`src/rtl/config_loader.sv`:
```
// Word-fed configuration-chain loader: IDLE/LOAD/SHIFT/DONE serialiser.
// Optional readback capture of the chain tail when CONFIG_READBACK_EN is defined.
module config_loader #(
  parameter int unsigned CHAIN_LEN = 384,
  parameter int unsigned WORD_W    = 32
) (
  input  logic              Config_Clock,
  input  logic              Config_Reset,
  input  logic              start,
  input  logic              abort,
  input  logic [WORD_W-1:0] word_in,
  input  logic              word_valid,
  output logic              word_ready,
  output logic              chain_out,
  output logic              chain_shift,
  input  logic              chain_in,
  output logic              busy,
  output logic              done,
  output logic [WORD_W-1:0] readback_word,
  output logic              readback_valid
);

  localparam int unsigned CW = $clog2(CHAIN_LEN + 1);
  localparam int unsigned KW = $clog2(WORD_W + 1);
  localparam logic [CW-1:0] LAST = CW'(CHAIN_LEN);

  typedef enum logic [1:0] {
    IDLE,
    LOAD,
    SHIFT,
    DONE
  } state_t;

  state_t            state_q, state_d;
  logic [CW-1:0]     bitcnt_q, bitcnt_d;
  logic [WORD_W-1:0] sreg_q, sreg_d;
  logic [KW-1:0]     wcnt_q, wcnt_d;

  logic [31:0]       rem;
  logic [KW-1:0]     wbits;
  logic              accept;
  logic              shifting;
  logic              last_bit;

  // Bits the next word contributes: a full word, or what is left of the chain.
  always_comb begin
    rem   = CHAIN_LEN - 32'(bitcnt_q);
    wbits = (rem >= WORD_W) ? KW'(WORD_W) : KW'(rem);
  end

  assign accept   = (state_q == LOAD) & word_valid & ~abort;
  assign shifting = (state_q == SHIFT) & ~abort;
  assign last_bit = shifting & (wcnt_q == KW'(1));

  always_comb begin
    state_d  = state_q;
    bitcnt_d = bitcnt_q;
    sreg_d   = sreg_q;
    wcnt_d   = wcnt_q;
    if (abort) begin
      state_d = IDLE;
    end else begin
      unique case (state_q)
        IDLE: begin
          if (start) begin
            state_d  = LOAD;
            bitcnt_d = '0;
          end
        end
        LOAD: begin
          if (word_valid) begin
            sreg_d  = word_in;
            wcnt_d  = wbits;
            state_d = SHIFT;
          end
        end
        SHIFT: begin
          sreg_d   = sreg_q >> 1;
          bitcnt_d = bitcnt_q + CW'(1);
          wcnt_d   = wcnt_q - KW'(1);
          if (last_bit) begin
            state_d = (bitcnt_d == LAST) ? DONE : LOAD;
          end
        end
        DONE: begin
          state_d = IDLE;
        end
        default: begin
          state_d = IDLE;
        end
      endcase
    end
  end

  assign word_ready  = (state_q == LOAD) & ~abort;
  assign chain_shift = shifting;
  assign chain_out   = shifting & sreg_q[0];
  assign busy        = (state_q != IDLE);
  assign done        = (state_q == DONE) & ~abort;

  always_ff @(posedge Config_Clock or negedge Config_Reset) begin
    if (!Config_Reset) begin
      state_q  <= IDLE;
      bitcnt_q <= '0;
      sreg_q   <= '0;
      wcnt_q   <= '0;
    end else begin
      state_q  <= state_d;
      bitcnt_q <= bitcnt_d;
      sreg_q   <= sreg_d;
      wcnt_q   <= wcnt_d;
    end
  end

`ifdef CONFIG_READBACK_EN
  logic [WORD_W-1:0] rb_q, rb_d;
  logic [WORD_W-1:0] rbw_q, rbw_d;
  logic              rbv_q, rbv_d;
  logic [KW-1:0]     wlen_q, wlen_d;

  // Tail bits enter at the MSB; a short final word is right-aligned on output.
  always_comb begin
    rb_d   = rb_q;
    rbw_d  = rbw_q;
    rbv_d  = 1'b0;
    wlen_d = wlen_q;
    if (accept) begin
      wlen_d = wbits;
    end
    if (shifting) begin
      rb_d = {chain_in, rb_q[WORD_W-1:1]};
    end
    if (last_bit) begin
      rbv_d = 1'b1;
      rbw_d = rb_d >> (WORD_W - 32'(wlen_q));
    end
  end

  always_ff @(posedge Config_Clock or negedge Config_Reset) begin
    if (!Config_Reset) begin
      rb_q   <= '0;
      rbw_q  <= '0;
      rbv_q  <= 1'b0;
      wlen_q <= '0;
    end else begin
      rb_q   <= rb_d;
      rbw_q  <= rbw_d;
      rbv_q  <= rbv_d;
      wlen_q <= wlen_d;
    end
  end

  assign readback_word  = rbw_q;
  assign readback_valid = rbv_q;
`else
  logic unused_chain_in;

  assign unused_chain_in = chain_in;
  assign readback_word   = '0;
  assign readback_valid  = 1'b0;
`endif

endmodule

```
`config.mk`:
```
export PLATFORM = sky130hd
export DESIGN_NAME = config_loader
export DESIGN_NICKNAME = d
export VERILOG_FILES = /design/src/rtl/config_loader.sv
export SDC_FILE = /design/constraint.sdc
export NUM_CORES = 1
export LEC_CHECK = 0
export BUFFER_PORTS_ARGS = -buffer_cell sky130_fd_sc_hd__buf_2
export CAP_MARGIN = 10
export CORE_UTILIZATION = 53
export CTS_CLUSTER_SIZE = 20
export DETAILED_ROUTE_END_ITERATION = 8
export GPL_TIMING_DRIVEN = 1
export PLACE_DENSITY = 0.8
export SLEW_MARGIN = 0
export SYNTH_ARGS = -nofsm -noshare
export SYNTH_HDL_FRONTEND = slang
export SYNTH_SLANG_ARGS = --single-unit
```
`constraint.sdc`:
```
create_clock -name Config_Clock -period 2.43 [get_ports Config_Clock]
set_input_delay 0.3645 -clock Config_Clock [delete_from_list [all_inputs] [get_ports Config_Clock]]
set_output_delay 0.3645 -clock Config_Clock [all_outputs]
set_load 0.03 [all_outputs]
```
# [Yosys cells after proc, flatten, opt, wreduce, memory -nomap -nowiden]
# Cells that the tools add are included.
[totals] ff_bits=49 output_inout_bits=38 word_cells=44 in_bits=38
[op_classes] n_addsub=3 n_eq_ne=10 bitwise_logic=6 magnitude_cmp=1 reduce_logical=7 muxes=13
[op_table] operator="one-hot mux 32 bit (2 select lines)" n=1
[op_table] operator=">= comparator 32 x 6 -> 1 bit, second input constant" n=1
[op_table] operator="2-to-1 mux 32 bit" n=1
[op_table] operator="one-hot mux 9 bit (2 select lines)" n=1
[op_table] operator="2-to-1 mux 6 bit" n=2
[op_table] operator="one-hot mux 6 bit (2 select lines)" n=1
[op_table] operator="2-to-1 mux 2 bit" n=5
[op_table] operator="subtractor 9 x 9 -> 10 bit, first input constant" n=1
[op_table] operator="adder 9 x 1 -> 9 bit, second input constant" n=1
[op_table] operator="equality test 9 bit, second input constant" n=1
[op_table] operator="2-to-1 mux 9 bit" n=1
[op_table] operator="!= test 3 bit, second input constant" n=3
[op_table] operator="AND reduction 3 bit" n=3
[op_table] operator="one-hot mux 2 bit (4 select lines)" n=1
[op_table] operator="equality test 6 x 1 -> 1 bit, second input constant" n=1
[op_table] operator="nonzero test 2 bit" n=3
[op_table] operator="subtractor 6 x 1 -> 6 bit, second input constant" n=1
[op_table] operator="AND 1 bit" n=5
[op_table] operator="equality test 2 bit, second input constant" n=2
[op_table] operator="!= test 2 bit, second input constant" n=2
[op_table] operator="equality test 2 x 1 -> 1 bit, second input constant" n=1
[op_table] operator="logical NOT 2 bit" n=1
[op_table] operator="NOT 1 bit" n=1

# [Longest topological paths before layout]
[depth] depth_word=6 depth_mapped=8 ltp_nobuf=7

# [Least setup slack after synthesis]
# Ideal clock, no wire load.
[synth_timing] path_kind="register -> output" from="reg state_q[0]" to="out chain_out" path_stages_with_launch=7 t_arrival_ns=1.496 t_required_ns=2.066 path_buffers=2 path_slack_ns=0.570 cell_sequence="dfrtp_1 -> buf_4 -> nor2b_1 -> clkbuf_1 -> nand2b_1 -> clkinv_1 -> and2_1"
[synth_via] elab_chain_cells=3
[synth_rtl] item="start, declared" line="34" text="state_t state_q, state_d;"
[synth_rtl] item="start signal, assigned" line="108" text="state_q <= state_d;"
[synth_rtl] item="equality test 2 bit" line="52" text="assign shifting = (state_q == SHIFT) & ~abort;"
[synth_rtl] item="AND 1 bit" line="52"
[synth_rtl] item="net chain_shift" line="15" text="output logic chain_shift,"
[synth_rtl] item="AND 1 bit" line="97" text="assign chain_out = shifting & sreg_q[0];"
[synth_rtl] item="end, declared" line="14" text="output logic chain_out,"
# The timed path passes the listed nets, and every way through them passes these cells.

# [Worst setup path after layout]
[layout_timing] from="reg state_q[1]" to="out chain_out"
[layout_via] elab_chain_cells=3
[layout_rtl] item="equality test 2 bit" line="52"
[layout_rtl] item="AND 1 bit" line="52"
[layout_rtl] item="AND 1 bit" line="97"
# Every way passes these cells.

==> summary.txt <==
CTS
  • Clk_lat worst skew: a little over 0.3 ns
  • Post-CTS Setup Inserts: 0
  • Sinks on Clock Net: 49
  • Htree depth: 2
  • Clock buffer depth: 2
  • CTS buffer count: 5
  • Post-CTS sizing: 0
  • Root Driver: clkbuf_8
  • Hold_buf cts: 0
  • Worst-path clk slew: 0.10 ns
  • CTS tree: done

Floorplan
  • Core area: ~5500 µm²
  • Total I/O pin count: 76
  • Initial Util: 0.548
  • Width of the chip: about 77 µm
  • Num rows: 27
  • Die Ht: approximately 77 µm
  • Die area: 5960 µm²

Power and ir drop
  • Pwr Density: about 720 nW/µm²
  • Tot Pwr: 2.29 mW
  • Static Leak: 1.47 nW
  • Max VDD drop: 370 µV

Cells and area
  • Multi-input logic area: 1470 µm²
  • FILL cells: a little under 500
  • N_diodes: 0
  • Net count reported at finish: 429
  • Post-route cell area: 3170 µm²
  • Util after Layout: 0.580
  • Sequential cell area: 1230 µm²
  • Ratio of cells with drive above 1 in the final layout: 0.181
  • Fin cells: 458
  • Syn-to-layout area delta: 5.84%

Placement
  • Routability Congestion: 0.873
  • Pre-CTS worst setup slack: 0.502 ns
  • Buffers on Ports: 41
  • Placed cell area: 3080 µm²
  • Final HPWL from detailed placement: roughly 3900 µm
  • Placed cells: 450

Synthesis
  • Ranking of synthesized cells by area: dfrtp_1, nand2_1, buf_4
  • Leading area contributor after synthesis: dfrtp_1
  • Seq/Total Area, Yosys: 0.409
  • Post-synth top flop: dfrtp_1
  • Ys Warns: 0
  • Netlist cell types: 53
  • Ys async rst share: 1.00
  • Mapped Avg Cell Area: roughly 8.5 µm²
  • Synth top area share: 0.409
  • EDFF count, synth: 0
  • Count leader, synth: nand2_1
  • Post-synthesis register bit count: 49
  • Syn Std Cell Area: between 2000 and 3000 µm²
  • Synth cell count leaders: nand2_1, dfrtp_1, nor2_1
  • Post-synthesis cell count: 354

Drt
  • Overall routed net length: about 5700 µm
  • First DRT Iteration DRCs: around 130
  • WL per Instance: 12.4 µm
  • DRC Markers: 0
  • Vias per cell: around 5.3
  • Pre-Repair DR Iteration Count: 4
  • Post-route ant nets: 0
  • Via count: approximately 2400

Global routing
  • Vias in the first global route: 2219
  • GRT overflow: 0
  • Gr usage total: 0.205
  • Global-route wire length before repair: 9940 µm
  • Initial antenna violation count: 0
  • Largest net degree at the start of global routing: 50

Critical path
  • CP endpoint: chain_out
  • CP max-delay cell: dfrtp_1
  • Reg2reg start: bitcnt_q[0]$_DFFE_PN0P_
  • Crit path max fanout: 11
  • Worst R2R End: wcnt_q[0]$_DFFE_PN0P_
  • Reg2reg path depth: 7
  • Critical Path AT: 1.79 ns
  • Crit path from: state_q[1]$_DFFE_PN0P_
  • Worst Setup End Kind: output pin
  • WP depth: 5
  • Cell family with most CP delay: simple AND/OR/NAND/NOR gates
  • CP startpoint kind: flop
  • Reg2reg setup slack: 0.52 ns
  • Worst Setup Path Type: flop to output pin
  • Required time of the worst setup path: 2.07 ns
  • Crit path largest cell delay: 0.50 ns
  • CP bufs+invs: 2
  • Critical-path cell list: nor2b_2 > nand2b_1 > clkinv_1 > and2_1 > buf_2

Timing
  • Hold slack: around 0.15 ns
  • Max Slew Vio Count: 0
  • Setup ws final: 0.276 ns
  • RSZ-0062 raised after global routing: false
  • Final setup fails: 0
  • Worst-Margin Slew: between 0.6 and 0.7 ns
  • Worst slew margin: 0.554
  • Minimum clock period after layout: 2.15 ns
  • Final hold violations: 0
  • Max Clock Freq: between 400 and 500 MHz
  • Total negative slack: 0 ns
  • Max Clock Skew: 0.00987 ns
  • Period utilization: 0.887

Flow run
  • Max_cap viols: 0

Outcome
  • Status: complete, no violations

Min path
  • Hold/Removal Path Class: input port to asynchronous set/reset pin
[sequential cells by signal, summed over array words and instances, names as in the netlist]
name	cells
bitcnt_q	9
state_q	2
wcnt_q	6
sreg_q	32
[cell type report]
type,instances,area share
flip-flops and latches,49,0.386
well taps,72,0.0284
clock buffers,5,0.0217
multi-input cells,272,0.464
repair buffers,48,0.0812
inverters,9,0.0106
clock inverters,3,0.00789
[worst min path at each step]
stage | start | end | slack, ns | cells after the start
2_1_floorplan | Config_Reset | bitcnt_q[0]$_DFFE_PN0P_ | 0.07 | 0
3_3_place_gp | wcnt_q[5]$_DFFE_PN0P_ | wcnt_q[5]$_DFFE_PN0P_ | 0.48 | 1
3_5_place_dp | wcnt_q[5]$_DFFE_PN0P_ | wcnt_q[5]$_DFFE_PN0P_ | 0.49 | 1
4_1_cts | Config_Reset | sreg_q[26]$_DFFE_PN0P_ | 0.17 | 2
5_1_grt | Config_Reset | sreg_q[16]$_DFFE_PN0P_ | 0.21 | 2
6_report | Config_Reset | sreg_q[17]$_DFFE_PN0P_ | 0.15 | 2
[worst reg2reg max path: stages (launching register included)]
cell     delay (ns)
dfrtp_1        0.52
inv_1          0.11
ha_1           0.23
nor3b_4        0.17
mux2i_1        0.14
a21oi_2        0.28
nor2_2         0.07
a221o_1        0.29
[layer usage]
metal | vias to the layer above | routed length, µm | global-route usage
li1 | 1198 | - | -
met1 | 1167 | 2620 | 0.283
met2 | 78 | 2740 | 0.324
met3 | 4 | 312 | 0.0393
met4 | 0 | 23 | 0.0604
met5 | - | 0 | 0
[power breakdown]
| group | internal (mW) | switching (mW) | leakage [nW] |
|---|---|---|---|
| sequential | 1.04 | 0.154 | 0.578 |
| clock | 0.210 | 0.298 | 0.0452 |
| combinational | 0.243 | 0.350 | 0.846 |
[placed cells by master (no fill, tap or decap), types with 2 or more instances in the layout]
cell / count
conb_1: 33
nand2b_1: 4
xor2_1: 4
nor2_1: 42
o21ai_0: 17
a22oi_1: 3
clkbuf_8: 5
a31oi_1: 31
nand2_1: 70
nor3_1: 7
ha_1: 6
o31ai_1: 6
xnor2_1: 3
nor3b_1: 2
buf_4: 7
dfrtp_1: 49
nand3_1: 6
inv_1: 8
mux2i_1: 3
or3_1: 3
buf_2: 41
inv_6: 2
a21oi_1: 5
[kinds of logic (layout without fill, tap and decap cells)]
| kind of cell | Yosys count | after routing | share of synthesized area |
|---|---|---|---|
| XOR/XNOR | 7 | 7 | 0.0205 |
| multiplexers | 3 | 3 | 0.0100 |
| buffers and inverters | 65 | 65 | 0.144 |
| adder cells (fa/ha/maj) | 6 | 6 | 0.0250 |
| AND/OR/NAND/NOR | 147 | 147 | 0.222 |
| flip-flops | 49 | 49 | 0.409 |
| other | 1 | 33 | 0.00125 |
| AO/OA/AOI/OAI | 76 | 76 | 0.168 |
Power figures use the tool's default switching activity.
